[src/rtl/clause_dist_buffer_pkg.sv]
// Shared solver types for the clause distribution path: clause node and dummy-pointer formats,
// plus the default engine count used by the loaders.
package clause_dist_buffer_pkg;

  localparam int unsigned NODE_W             = 16;
  localparam int unsigned PTR_W              = 12;
  localparam int unsigned NUM_ENGINE_DEFAULT = 4;

  typedef logic [NODE_W-1:0] node_t;
  typedef logic [PTR_W-1:0]  ptr_t;

  // Engine index width, never narrower than one bit so a single-engine build still has a port.
  function automatic int unsigned eng_width(input int unsigned n);
    return (n > 1) ? $clog2(n) : 1;
  endfunction

endpackage

[src/rtl/clause_dist_buffer_sync_fifo.sv]
// Single-clock FIFO with synchronous active-low reset; pointers carry an extra wrap bit so
// full and empty are distinguished without a separate occupancy counter.
module sync_fifo #(
  parameter int unsigned Width = 16,
  parameter int unsigned Depth = 4
) (
  input  logic             clk,
  input  logic             rst_n,
  input  logic             push_i,
  input  logic [Width-1:0] wdata_i,
  input  logic             pop_i,
  output logic [Width-1:0] rdata_o,
  output logic             full_o,
  output logic             empty_o
);

  localparam int unsigned AW = $clog2(Depth);

  logic [Width-1:0] mem_q [Depth];
  logic [AW:0]      wr_q, wr_d;
  logic [AW:0]      rd_q, rd_d;
  logic             do_push, do_pop;

  always_comb begin
    full_o  = (wr_q[AW] != rd_q[AW]) && (wr_q[AW-1:0] == rd_q[AW-1:0]);
    empty_o = (wr_q == rd_q);
    do_push = push_i && !full_o;
    do_pop  = pop_i && !empty_o;
    wr_d    = do_push ? wr_q + 1'b1 : wr_q;
    rd_d    = do_pop  ? rd_q + 1'b1 : rd_q;
    rdata_o = mem_q[rd_q[AW-1:0]];
  end

  always_ff @(posedge clk) begin
    if (!rst_n) begin
      wr_q <= '0;
      rd_q <= '0;
    end else begin
      wr_q <= wr_d;
      rd_q <= rd_d;
    end
  end

  // Storage needs no reset: an empty FIFO never exposes its contents as valid.
  always_ff @(posedge clk) begin
    if (do_push) begin
      mem_q[wr_q[AW-1:0]] <= wdata_i;
    end
  end

endmodule

[src/rtl/clause_dist_buffer.sv]
// Distributes an incoming clause stream over NUM_ENGINE per-engine FIFOs, advancing the target
// engine manually (change_eng) or automatically after a programmable clause quota.
module clause_dist_buffer
  import clause_dist_buffer_pkg::*;
#(
  parameter int unsigned  NUM_ENGINE = NUM_ENGINE_DEFAULT,
  parameter int unsigned  FIFO_DEPTH = 4,
  parameter int unsigned  QUOTA_W    = 8,
  localparam int unsigned ENG_W      = eng_width(NUM_ENGINE)
) (
  input  logic                  clk,
  input  logic                  rst_n,
  input  logic                  mode,
  input  logic [QUOTA_W-1:0]    quota,
  input  node_t                 node_in,
  input  logic                  node_in_valid,
  output logic                  node_in_ready,
  input  ptr_t                  ptr_in,
  input  logic                  ptr_in_valid,
  input  logic                  change_eng,
  output node_t                 clause_out [NUM_ENGINE],
  output logic [NUM_ENGINE-1:0] clause_valid_out,
  input  logic [NUM_ENGINE-1:0] clause_ready_in,
  output ptr_t                  ptr_out [NUM_ENGINE],
  output logic [NUM_ENGINE-1:0] ptr_valid_out,
  output logic [ENG_W-1:0]      cur_eng,
  output logic                  all_loaded
);

  localparam logic [ENG_W-1:0] LastEng = ENG_W'(NUM_ENGINE - 1);

  logic [NUM_ENGINE-1:0] push, pop, full, empty, ptr_wr;
  logic                  node_accept;

  logic [ENG_W-1:0]   cur_eng_q, cur_eng_d;
  logic               all_loaded_q, all_loaded_d;
  logic [QUOTA_W-1:0] cnt_q, cnt_d, cnt_base, quota_eff;
  logic [QUOTA_W:0]   cnt_inc;
  logic               mode_q;
  logic               auto_hit, advance;

  ptr_t                  ptr_q [NUM_ENGINE];
  logic [NUM_ENGINE-1:0] ptr_valid_q;

  // Ready is a function of state only so the loader may wait on it before asserting valid.
  assign node_in_ready = ~full[cur_eng_q];
  assign node_accept   = node_in_valid & node_in_ready;

  for (genvar g = 0; g < NUM_ENGINE; g++) begin : g_eng
    assign push[g]             = node_accept && (cur_eng_q == ENG_W'(g));
    assign ptr_wr[g]           = ptr_in_valid && (cur_eng_q == ENG_W'(g));
    assign pop[g]              = ~empty[g] & clause_ready_in[g];
    assign clause_valid_out[g] = ~empty[g];

    sync_fifo #(
      .Width (NODE_W),
      .Depth (FIFO_DEPTH)
    ) u_fifo (
      .clk     (clk),
      .rst_n   (rst_n),
      .push_i  (push[g]),
      .wdata_i (node_in),
      .pop_i   (pop[g]),
      .rdata_o (clause_out[g]),
      .full_o  (full[g]),
      .empty_o (empty[g])
    );
  end

  always_comb begin
    quota_eff    = (quota == '0) ? QUOTA_W'(1) : quota;
    // A mode flip restarts the quota count for the engine being loaded.
    cnt_base     = (mode != mode_q) ? '0 : cnt_q;
    cnt_inc      = {1'b0, cnt_base} + (QUOTA_W + 1)'(1);
    auto_hit     = mode && node_accept && (cnt_inc == {1'b0, quota_eff});
    advance      = auto_hit || (!mode && change_eng);

    cnt_d        = cnt_base;
    cur_eng_d    = cur_eng_q;
    all_loaded_d = all_loaded_q;

    if (mode && node_accept) begin
      cnt_d = cnt_inc[QUOTA_W-1:0];
    end
    if (auto_hit) begin
      cnt_d = '0;
    end
    if (advance) begin
      if (cur_eng_q == LastEng) begin
        cur_eng_d    = '0;
        all_loaded_d = 1'b1;
      end else begin
        cur_eng_d = cur_eng_q + 1'b1;
      end
    end
  end

  always_ff @(posedge clk) begin
    if (!rst_n) begin
      cur_eng_q    <= '0;
      all_loaded_q <= 1'b0;
      cnt_q        <= '0;
      mode_q       <= 1'b0;
    end else begin
      cur_eng_q    <= cur_eng_d;
      all_loaded_q <= all_loaded_d;
      cnt_q        <= cnt_d;
      mode_q       <= mode;
    end
  end

  always_ff @(posedge clk) begin
    if (!rst_n) begin
      for (int i = 0; i < NUM_ENGINE; i++) begin
        ptr_q[i] <= '0;
      end
      ptr_valid_q <= '0;
    end else begin
      for (int i = 0; i < NUM_ENGINE; i++) begin
        if (ptr_wr[i]) begin
          ptr_q[i] <= ptr_in;
        end
      end
      ptr_valid_q <= ptr_wr;
    end
  end

  assign ptr_out       = ptr_q;
  assign ptr_valid_out = ptr_valid_q;
  assign cur_eng       = cur_eng_q;
  assign all_loaded    = all_loaded_q;

endmodule

[config.mk]
export PLATFORM = sky130hd
export DESIGN_NAME = clause_dist_buffer
export DESIGN_NICKNAME = d
export VERILOG_FILES = /design/src/rtl/clause_dist_buffer_pkg.sv /design/src/rtl/clause_dist_buffer_sync_fifo.sv /design/src/rtl/clause_dist_buffer.sv
export SDC_FILE = /design/constraint.sdc
export NUM_CORES = 1
export LEC_CHECK = 0
export ABC_AREA = 1
export CAP_MARGIN = 10
export CORE_MARGIN = 2
export CORE_UTILIZATION = 40
export DETAILED_ROUTE_END_ITERATION = 10
export PLACE_DENSITY = 0.66
export SYNTH_ARGS = -nofsm -noshare
export SYNTH_HDL_FRONTEND = slang
export SYNTH_SLANG_ARGS = --single-unit
[constraint.sdc]
create_clock -name clk -period 7.83 [get_ports clk]
set_clock_uncertainty 0.2 [all_clocks]
set_input_delay 1.566 -clock clk [delete_from_list [all_inputs] [get_ports clk]]
set_output_delay 1.566 -clock clk [all_outputs]
set_load 0.02 [all_outputs]
# Word-level counts from Yosys, hierarchy flattened
# Memories as Yosys holds them, arrays and structs flattened. A register that Yosys moved wholly into a read port is not among the register bits.
# Index checks and enable logic that the tools add are counted.
# Widths: inputs -> output; s select.
[totals]
reg_bits = 88
latchBits = 0
mem_bits_rw = 256
rom_bits = 0
output_inout_bits = 124
elab_cells = 119
mem_count = 4
[mem_list]
columns = ["memory", "depth", "width", "read_ports", "rd_ports_with_merged_regs", "write_ports", "line_no", "source"]
rows = [
  ["g_eng[0].u_fifo.mem_q", 4, 16, 1, 1, 1, "clause_dist_buffer_sync_fifo.sv:19", "logic [Width-1:0] mem_q [Depth];"],
  ["g_eng[1].u_fifo.mem_q", 4, 16, 1, 1, 1, "clause_dist_buffer_sync_fifo.sv:19", ""],
  ["g_eng[2].u_fifo.mem_q", 4, 16, 1, 1, 1, "clause_dist_buffer_sync_fifo.sv:19", ""],
  ["g_eng[3].u_fifo.mem_q", 4, 16, 1, 1, 1, "clause_dist_buffer_sync_fifo.sv:19", ""],
]
[op_classes]
add_sub_neg = 10
n_mul = 0
div = 0
order_cmp = 1
eq_ne = 17
shift = 0
muxes = 22
bitwise_logic = 11
reduce_logical = 37
[ops]
columns = ["cell", "count"]
rows = [
  ["$add 3x1->3 const B", 8],
  ["$mux 8", 3],
  ["$logic_and 1x1->1", 23],
  ["$mux 2", 9],
  ["$eq 3x3->1", 4],
  ["$add 8x1->9 const B", 1],
  ["$eq 9x8->1", 1],
  ["$logic_not 1->1", 9],
  ["$mux 1", 9],
  ["$eq 2x2->1", 4],
  ["$logic_not 8->1", 1],
  ["$not 1->1", 6],
  ["$and 1x1->1", 5],
  ["$ne 1x1->1", 5],
  ["$eq 2x2->1 const B", 2],
  ["$lt 2x3->1 const B", 1],
  ["$add 2x1->2 const B", 1],
  ["$bmux 1 s2", 1],
  ["$eq 2x1->1 const B", 1],
  ["$logic_not 2->1", 1],
  ["$reduce_and 2->1", 1],
  ["$reduce_or 2->1", 1],
  ["$logic_or 1x1->1", 1],
]

# Longest topological paths before layout
# Gate-level depths: netlist of run 1.
[logic_depth]
depth_word = 10
ltp_mapped = 19
mapped_depth_nobuf = 18

# By module
# From an unflattened synthesis of run 1, not the netlist that was laid out.
[unflattened]
hier_cells = 1329
hier_area_um2 = 14264.9
[by_module_without_submodules]
columns = ["mod", "n_inst", "cells_per_inst", "area_each_um2", "seq_area_each_um2"]
rows = [
  ["sync_fifo at g_eng[0].u_fifo ...", 3, 228, 2844.0, 2082.0],
  ["clause_dist_buffer", 1, 416, 2876.5, 1281.2],
  ["sync_fifo at g_eng[3].u_fifo", 1, 229, 2856.5, 2082.0],
]

# Least setup slack after synthesis of run 1
# No wires, ideal clock.
[synth_timing]
path_type = "input-to-reg"
start = "input port mode"
end = "register all_loaded_q, in the netlist all_loaded"
setup_ps = 132
arrival_time_ps = 3163
t_required_ps = 7498
setup_slack_ps = 4335
cell_stages = 18
path_buffers = 1
path_cell_list = "inv_1 > nand2_1 > nand2_2 > buf_6 > nand2_2 > inv_2 > ha_1 > nand2_1 > nand3b_1 > nor2_1 > nand2_1 > and2_1 > nor2_1 > nor2_1 > nand3_2 > nand2_2 > nand2_1 > a21oi_1"
[synth_via]
elab_chain_cells = 7
elab_cells_between_ends = 10
cone_classes = "add/sub (1); eq/ne (2); mux (1); reduce/logical (6)"
[synth_rtl]
columns = ["item", "line_no", "source"]
rows = [
  ["start: declaration", "clause_dist_buffer.sv:13", "input logic mode,"],
  ["$ne 1x1->1", "clause_dist_buffer.sv:73", "cnt_base = (mode != mode_q) ? '0 : cnt_q;"],
  ["$mux 8", "clause_dist_buffer.sv:73", ""],
  ["$add 8x1->9", "clause_dist_buffer.sv:74", "cnt_inc = {1'b0, cnt_base} + (QUOTA_W + 1)'(1);"],
  ["$eq 9x8->1", "clause_dist_buffer.sv:75", "auto_hit = mode && node_accept && (cnt_inc == {1'b0, quota_eff});"],
  ["$logic_and 1x1->1", "clause_dist_buffer.sv:75", ""],
  ["$logic_or 1x1->1 *", "clause_dist_buffer.sv:76", "advance = auto_hit || (!mode && change_eng);"],
  ["$reduce_and 2->1 (no line) *", "n/a", ""],
  ["end signal: assignment", "clause_dist_buffer.sv:106", "all_loaded_q <= all_loaded_d;"],
  ["end: declaration", "clause_dist_buffer.sv:36", "logic all_loaded_q, all_loaded_d;"],
]
# Mark *: on every way between the ends. The rest lies on a longest branch, timed or not.
# A chain may end at the register's enable or synchronous reset.

==> results.tsv, run 1 <==
metric	value	unit
Die ar.	35800	sq um
Synthesized Nets	1292	
CTS buffer count	37	
max_cap viols	0	
max-slew violation count	0	
CTS Buffer Depth	3	
final wirelength	32800	um
Hold Crit Depth	1	
Yosys top cell area share	56.0	%
Die Span Y	189	um
Core Region	33700	sq um
IO buf count	169	
RePlAce Congestion	0.841	
Final Hold Viols	0	
Worst-path clk slew	0.06	ns
Avg Cell Area, Syn	11.2	sq um
synthesized instance count	1221	
Final nets	1468	
worst-skew pair later-pin latency	0.53	ns
Place WS	3.34	ns
Cell Rows	67	
CTS sink cnt	352	
hpwl dp	20800	um
critical path required time	6.06	ns
worst path bufs/invs	2	
max incr delay on CP	0.98	ns
GRT Overall Usage	18.2	%
critical path class	flop to output pin	
Worst setup SP type	flop	
DRT iter0 DRCs	593	
IO Pins	170	
final worst slack	2.80	ns
Worst R2R End	g_eng[3].u_fifo.mem_q[1][2]	
commonest non-fill, non-tap cell in the layout	nor2_1	
post-CTS setup buffers	0	
Setup Viol. Count Final	0	
CP Cell Sequence	inv_1 -> o21ai_0 -> o22ai_1 -> clkdlybuf4s50_1	
Tmin final	5.03	ns
Syn-to-layout area delta	24.8	%
Rel. slew slack	33.2	%
hold wc startpoint	g_eng[0].u_fifo.wr_q[2]	
CP Capture Type	output pin	
PwrDens	262	nW/um^2
drt wl/cell	17.5	um
Reg2Reg Depth	8	
CTS tree	yes	
initial antenna violation count	1	
critical path's slowest cell	dfxtp_1	
static leakage	5.99	nW
cts repair resizes	0	
FF-to-FF Start	cur_eng[0]	
vias in the first global route	9243	
DRC Markers	0	
path category of the worst min-delay check	flop to flop	
fmax	199	MHz
critical path's top delay family	buffers and inverters	
YS warnings	0	
drt first pass iters	5	
maximum VDD drop	0.000165	V
status	completed	
largest cells by area after synthesis	edfxtp_1, dfxtp_1, o21ai_0, nor2_1, o22ai_1	
share of layout cells above drive strength 1	6.03	%
commonest cells after routing, fill and taps aside	nor2_1, edfxtp_1, o21ai_0, clkdlybuf4s50_1, dfxtp_1	
reg-to-reg slack, setup	4.89	ns
Setup TNS	0	ns
total number of vias	9565	
dominant cell type by area after synthesis	edfxtp_1	
Worst Hold Path EP	g_eng[0].u_fifo.wr_q[2]	
WP data arrival	3.26	ns
final period utilization	64.2	%
global-route wire length before repair	50800	um
Initial Utilization	40.7	%
n_diodes	0	
RSZ-0062 raised after global routing	no	
Via-to-Cell Ratio	5.10	
Hold Buf Count CTS	0	
Synth Register Bits	352	
H-Tree Depth	2	
CTS root buf	clkbuf_16	
Die W	189	um
Post-DRT Antenna Nets	0	
critical path peak fanout	33	
Worst Tran Pin Value	1.00	ns
sequential fraction of the synthesis area	70.0	%
Post-Synthesis Cell Area	13700	sq um
aggregate global routing overflow	0	
largest net degree at the start of global routing	69	
library cells used by synthesis	26	
## area by class of cell
type                    instances  area, sq um
flip-flops and latches        352         9610
multi-input cells             739         3630
repair buffers                186         1810
clock buffers                  51         1050
well taps                     448          561
fillers                      2953        16600
clock inverters                17          165
inverters                      81          304
## worst max path at each step
stage | cells after the start | from | endpoint
5_1_grt | 4 | flop | clause_out[9]
6_report | 4 | flop | clause_out[32]
2_1_floorplan | 18 | mode | all_loaded
3_3_place_gp | 4 | flop | clause_out[33]
3_5_place_dp | 4 | flop | clause_out[36]
4_1_cts | 4 | flop | clause_out[0]
## per-layer routing
layer / GRT usage [%] / vias to the layer above / part of all wire, %
met4: 5.25 / 2 / 2.5
met3: 5.06 / 54 / 7.9
met5: 0 / - / 0.040
met1: 23.8 / 4559 / 43
li1: - / 4628 / -
met2: 29.8 / 322 / 47
## through the flow
step	hold WS [ns]	total power [W]	instances	instance area [sq um]	utilization, %
global route	0.289	0.00467	1874	17100	50.8
global placement	0.259	0.00280	1806	15900	47.2
finish	0.282	0.00449	1874	17100	50.8
detailed placement	0.266	0.00281	1806	15900	47.2
CTS	0.280	0.00453	1874	17100	50.8
floorplan	0.243	0.00249	1221	13700	-
## cells in the mapped netlist
library cell / n
buf_1: 1
nand4_1: 4
nor2_4: 1
dfxtp_1: 96
nand3b_1: 2
nand2_1: 91
o22ai_1: 64
ha_1: 25
xnor3_1: 1
nand3_2: 2
a21oi_1: 35
edfxtp_1: 256
and2_1: 5
inv_2: 3
nor2_1: 258
nor3b_1: 4
buf_6: 1
nor3_1: 5
o21a_1: 2
nor2_2: 1
nand3_1: 30
xnor2_1: 6
clkbuf_1: 47
nand2_2: 5
inv_1: 78
o21ai_0: 198
## flip-flops by register name, indices dropped and copies added, names as in the netlist, named ones only
name,flops
g_eng.u_fifo.mem_q,256
g_eng.u_fifo.wr_q,12
cur_eng,2
ptr_valid_out,4
g_eng.u_fifo.rd_q,12
cnt_q,8
all_loaded,1
mode_q,1
ptr_out,48
## power by group
| part | internal [W] | switching, W |
|---|---|---|
| logic | 0.000269 | 0.000396 |
| registers | 0.00205 | 0.0000531 |
| clock network | 0.00102 | 0.000708 |
## cells by family after synthesis
group	after synthesis	share of synthesized area, %
AOI/OAI and AO/OA	299	11.5
adders and majority gates	25	2.28
xor gates and xnor gates	7	0.547
and+or+nand+nor	408	12.1
DFF	352	70.0
buffers and inverters	130	3.61
Note: power is estimated with default switching activity, not from simulation.
==> run 2: changes to the inputs <==
PLACE_DENSITY = 0.68   (was 0.66)
clock period = 4.1 ns   (was 7.83 ns; I/O delays follow)
==> run 2 against run 1 <==
Global-route usage is 0.061 points higher. Cell area grew 0.26%. Sequential power rose by 90%. Core utilization up 0.13 points. Count of clock-buffer cells in the layout is 1 lower. Power grew 92%. Worst setup slack lost 2.4 ns. Critical path depth did not move. Register-to-register slack lost 3.6 ns. Worst hold slack improved by 0.0048 ns. Non-clock buffer count rose by 7. Largest cell class unchanged.
==> results.tsv, run 2 (same netlist as run 1, synthesis figures left out) <==
metric	value	unit	change
largest net degree at the start of global routing	52		was 69
Final nets	1475		was 1,468
fmax	274	MHz	
Setup Viol. Count Final	0		unchanged
CTS root buf	clkbuf_16		unchanged
share of layout cells above drive strength 1	6.14	%	was 6.03%
drt first pass iters	5		unchanged
sw frac	25.7	%	was 25.8%
Finished Cell Area	17200	sq um	was 17,100 sq um
GRT Overall Usage	18.3	%	was 18.2%
DRC Markers	0		unchanged
Syn-to-layout area delta	25.1	%	was 24.8%
max-slew violation count	0		unchanged
cts repair resizes	0		unchanged
Initial Utilization	40.7	%	unchanged
status	completed		unchanged
CP Capture Type	output pin		unchanged
sequential share of power	46.2	%	was 46.8%
Die Span Y	189	um	unchanged
critical path's slowest cell	clkdlybuf4s50_1		was dfxtp_1
Core Region	33700	sq um	unchanged
final period utilization	89.1	%	
Hold WS	0.287	ns	was 0.282 ns
Setup TNS	0	ns	unchanged
Hold Buf Count CTS	0		unchanged
RePlAce Congestion	0.803		was 0.841
total number of vias	9477		was 9,565
max_cap viols	0		unchanged
aggregate global routing overflow	0		unchanged
Die ar.	35800	sq um	unchanged
CTS Buffer Depth	3		unchanged
worst path bufs/invs	2		unchanged
Comb pwr share	15.4	%	was 14.8%
Pint	0.00641	W	was 0.00333 W
path category of the worst min-delay check	flop to flop		unchanged
global-route wire length before repair	51000	um	was 50,800 um
IO buf count	169		unchanged
CTS buffer count	37		unchanged
Post-DRT Antenna Nets	0		unchanged
Worst-path clk slew	0.06	ns	about the same
Cell Rows	67		unchanged
RSZ-0062 raised after global routing	no		unchanged
Fillers	2982		was 2,953
Worst setup SP type	flop		unchanged
CTS tree	yes		unchanged
critical path class	flop to output pin		unchanged
WP data arrival	2.63	ns	was 3.26 ns
CTS sink cnt	352		unchanged
DRT iter0 DRCs	679		was 593
drt wl/cell	17.5	um	about the same
Largest register FFs	256		unchanged
non-filler cells, final	1881		was 1,874
max incr delay on CP	0.66	ns	was 0.98 ns
hpwl dp	20800	um	about the same
Tmin final	3.65	ns	
initial antenna violation count	1		unchanged
vias in the first global route	9330		was 9,243
Worst Tran Pin Value	0.909	ns	was 1.00 ns
Inst Count DP	1813		was 1,806
PwrDens	502	nW/um^2	was 262 nW/um^2
Psw	0.00221	W	was 0.00116 W
Final Hold Viols	0		unchanged
critical path peak fanout	17		was 33
critical path's top delay family	buffers and inverters		unchanged
Clk network pwr share	38.4	%	about the same
Via-to-Cell Ratio	5.04		was 5.10
worst-skew pair later-pin latency	0.54	ns	was 0.53 ns
IO Pins	170		unchanged
static leakage	6.01	nW	was 5.99 nW
CP Cell Sequence	inv_1 -> o21ai_0 -> o22ai_1 -> clkdlybuf4s50_1		unchanged
commonest cells after routing, fill and taps aside	nor2_1, edfxtp_1, o21ai_0, clkdlybuf4s50_1, dfxtp_1		unchanged
final wirelength	32800	um	about the same
maximum VDD drop	0.000280	V	was 0.000165 V
Rel. slew slack	39.3	%	was 33.2%
H-Tree Depth	2		unchanged
Die W	189	um	unchanged
area of placed instances	16000	sq um	was 15,900 sq um
n_diodes	0		unchanged
commonest non-fill, non-tap cell in the layout	nor2_1		unchanged
post-CTS setup buffers	0		unchanged
critical path required time	3.08	ns	was 6.06 ns
## run 2: cell types whose count changed in the layout (fill, tap and decap cells not counted)
| cell | change |
|---|---|
| nor2_1 | +1 |
| bufinv_16 | +2 |
| buf_4 | +7 |
| clkinv_2 | +1 |
| clkbuf_4 | -1 |
| clkinv_1 | -1 |
| nor2_2 | -1 |
| inv_6 | -1 |
| clkbuf_8 | -5 |
| clkbuf_1 | +5 |
## run 2: through the flow
step	utilization [%]	setup slack, ns	total power [W]
after global routing	51.0	0.257	0.00897
after floorplan	-	1.31	0.00475
after detailed placement	47.4	0.417	0.00539
after global placement	47.4	0.508	0.00537
final	51.0	0.448	0.00862
after CTS	51.0	0.428	0.00870
## run 2: power groups by stage
stage | Combinational (W) | Clock, W | Sequential [W]
detailed placement | 0.00133 | 0 | 0.00406
global placement | 0.00131 | 0 | 0.00405
finish | 0.00133 | 0.00331 | 0.00398
global route | 0.00145 | 0.00353 | 0.00399
floorplan | 0.000689 | 0 | 0.00406
CTS | 0.00134 | 0.00338 | 0.00398
## run 2: worst paths after layout
check                    from                      endpoint  slack (ns)  depth (start not counted)
setup reg to reg   cur_eng[0]  g_eng[2].u_fifo.mem_q[3][11]        1.30                          9
setup / recovery         flop                clause_out[36]        0.45                          4
hold / removal    ptr_out[18]                   ptr_out[18]        0.29                          2
hold reg to reg   ptr_out[18]                   ptr_out[18]        0.29                          2
## run 2: layout make-up
type | instances | area [sq um] | area share (%)
multi-input combinational | 739 | 3620 | 21.1
inverter | 81 | 304 | 1.77
tap | 448 | 561 | 3.26
clock buffer | 50 | 996 | 5.80
timing repair buffer | 193 | 1870 | 10.9
clock inverter | 18 | 218 | 1.27
sequential | 352 | 9610 | 55.9
## run 2: worst register-to-register path: stages, from the launching register on
cell and delay, ns:
dfxtp_1 0.48, inv_1 0.19, nand4_1 0.20, nand3_1 0.09, nand2_1 0.17, nand2_1 0.08, inv_1 0.15, nand3_1 0.28
nor2_1 0.31, buf_4 0.33
## run 2: layer usage
metal,track usage [%],part of all wire [%],up-vias
met4,5.13,2.2,2
met1,24.2,44,4502
met2,29.3,45,279
li1,-,-,4641
met3,5.38,8.3,53
met5,0,0.040,-
==> run 3: changes to the inputs <==
CORE_UTILIZATION = 50   (was 40)
PLACE_DENSITY = 0.81   (was 0.68)
==> run 3 against run 2 <==
Sequential share of layout area increased by 0.46 points. Power is essentially flat. Maximum frequency barely moved. Highest routed layer is now met4. Worst hold slack lost 0.0059 ns.
==> results.tsv, run 3 (same netlist as run 1, synthesis figures left out) <==
metric	value	unit	change
critical path required time	3.08	ns	about the same
n_diodes	0		unchanged
status	completed		unchanged
Syn-to-layout area delta	24.1	%	was 25.1%
reg-to-reg slack, setup	1.27	ns	was 1.30 ns
IO Pins	170		unchanged
Core Region	27000	sq um	was 33,700 sq um
initial antenna violation count	0		was 1
Setup Viol. Count Final	0		unchanged
commonest non-fill, non-tap cell in the layout	nor2_1		unchanged
critical path peak fanout	17		unchanged
max-slew violation count	0		unchanged
Setup TNS	0	ns	unchanged
CP Cell Sequence	inv_1 -> o21ai_0 -> o22ai_1 -> clkdlybuf4s50_1		unchanged
Clk network pwr share	38.5	%	was 38.4%
Hold Crit Depth	2		unchanged
critical path's slowest cell	clkdlybuf4s50_1		unchanged
area of placed instances	15800	sq um	was 16,000 sq um
Worst setup SP type	flop		unchanged
fmax	274	MHz	about the same
final wirelength	32200	um	was 32,800 um
RePlAce Congestion	0.892		was 0.803
PwrDens	506	nW/um^2	was 502 nW/um^2
path category of the worst min-delay check	flop to flop		unchanged
Finished Cell Area	17000	sq um	was 17,200 sq um
GRT Overall Usage	22.3	%	was 18.3%
Hold Buf Count CTS	0		unchanged
Die Span Y	170	um	was 189 um
CTS root buf	clkbuf_16		unchanged
max incr delay on CP	0.66	ns	about the same
commonest cells after routing, fill and taps aside	nor2_1, edfxtp_1, o21ai_0, clkdlybuf4s50_1, dfxtp_1		unchanged
DRC Markers	0		unchanged
Comb pwr share	15.4	%	about the same
Via-to-Cell Ratio	5.55		was 5.04
static leakage	6.02	nW	was 6.01 nW
max_cap viols	0		unchanged
WP data arrival	2.63	ns	about the same
Worst R2R End	g_eng[2].u_fifo.wr_q[2]		was g_eng[2].u_fifo.mem_q[3][11]
hold wc startpoint	ptr_out[4]		was ptr_out[18]
H-Tree Depth	2		unchanged
Worst Tran Pin Value	0.927	ns	was 0.909 ns
CTS buffer count	36		was 37
Final nets	1473		was 1,475
CP Capture Type	output pin		unchanged
Rel. slew slack	38.0	%	was 39.3%
CTS Buffer Depth	3		unchanged
Psw	0.00219	W	was 0.00221 W
largest net degree at the start of global routing	49		was 52
DRT iter0 DRCs	917		was 679
vias in the first global route	9365		was 9,330
CTS tree	yes		unchanged
Die ar.	28800	sq um	was 35,800 sq um
Largest register FFs	256		unchanged
Pint	0.00643	W	was 0.00641 W
Final Hold Viols	0		unchanged
Fillers	1987		was 2,982
maximum VDD drop	0.000263	V	was 0.000280 V
IO buf count	169		unchanged
Worst Hold Path EP	ptr_out[4]		was ptr_out[18]
Die W	170	um	was 189 um
Post-DRT Antenna Nets	0		unchanged
sw frac	25.4	%	was 25.7%
post-CTS setup buffers	0		unchanged
critical path class	flop to output pin		unchanged
drt wl/cell	18.2	um	was 17.5 um
global-route wire length before repair	49800	um	was 51,000 um
hpwl dp	20200	um	was 20,800 um
total number of vias	9813		was 9,477
final period utilization	89.0	%	was 89.1%
FF-to-FF Start	cur_eng[0]		unchanged
Tmin final	3.65	ns	about the same
sequential share of power	46.2	%	about the same
Worst-path clk slew	0.06	ns	about the same
share of layout cells above drive strength 1	6.23	%	was 6.14%
worst-skew pair later-pin latency	0.52	ns	was 0.54 ns
Cell Rows	60		was 67
aggregate global routing overflow	0		unchanged
Reg2Reg Depth	11		was 9
drt first pass iters	8		was 5
RSZ-0062 raised after global routing	no		unchanged
Initial Utilization	50.9	%	was 40.7%
cts repair resizes	0		unchanged
CTS sink cnt	352		unchanged
## run 3: cell types whose count changed in the layout (fill, tap and decap cells not counted), sizes merged
cell	delta
clkinvlp	-2
buf	-1
bufinv	-1
clkbuf	+1
clkinv	-1
inv	-1
## run 3: worst max path at each step
stage / from / end / slack (ns) / cells after the start
finish: flop / clause_out[33] / 0.45 / 4
global route: flop / clause_out[33] / 0.27 / 4
CTS: flop / clause_out[33] / 0.38 / 4
detailed placement: mode / cnt_q[0] / 0.50 / 17
global placement: mode / cnt_q[5] / 0.64 / 17
floorplan: cur_eng[0] / g_eng[3].u_fifo.mem_q[3][0] / 1.31 / 8
## run 3: area by class of cell
type                       instances  area (sq um)  share of cell area [%]
inverter                          81           304                    1.78
clock inverter                    13           155                   0.910
sequential                       352          9610                    56.4
clock buffer                      51          1060                    6.23
multi-input combinational        739          3620                    21.3
tap                              341           427                    2.50
timing repair buffer             192          1860                    10.9
## run 3: critical path, delay by kind of cell (launching register included)
family / cells / cell delay [ns]
buffers and inverters: 2 / 1.11
AOI/OAI and AO/OA: 2 / 0.51
DFF: 1 / 0.48
## run 3: per-stage QoR
step,setup slack (ns),total power (W),utilization (%),cells,hold WS (ns)
after CTS,0.381,0.00868,63.2,1769,0.284
after floorplan,1.31,0.00475,-,1221,0.243
final,0.452,0.00862,63.2,1769,0.281
after global routing,0.270,0.00894,63.2,1769,0.307
after detailed placement,0.498,0.00537,58.7,1705,0.273
after global placement,0.641,0.00534,58.7,1705,0.256
## run 3: metal layers
layer  routed length [um]  global-route usage, %  up-vias
met3                 3370                   5.99       59
li1                     -                      -     4628
met5                    0                      0        -
met4                  821                   6.35        0
met2                15100                   36.8      458
met1                12900                   29.1     4668
## run 3: power by group through the flow
stage | logic [W] | clock network, W | registers (W)
finish | 0.00132 | 0.00332 | 0.00398
global route | 0.00143 | 0.00352 | 0.00399
CTS | 0.00133 | 0.00337 | 0.00398
detailed placement | 0.00132 | 0 | 0.00406
global placement | 0.00129 | 0 | 0.00405
floorplan | 0.000689 | 0 | 0.00406
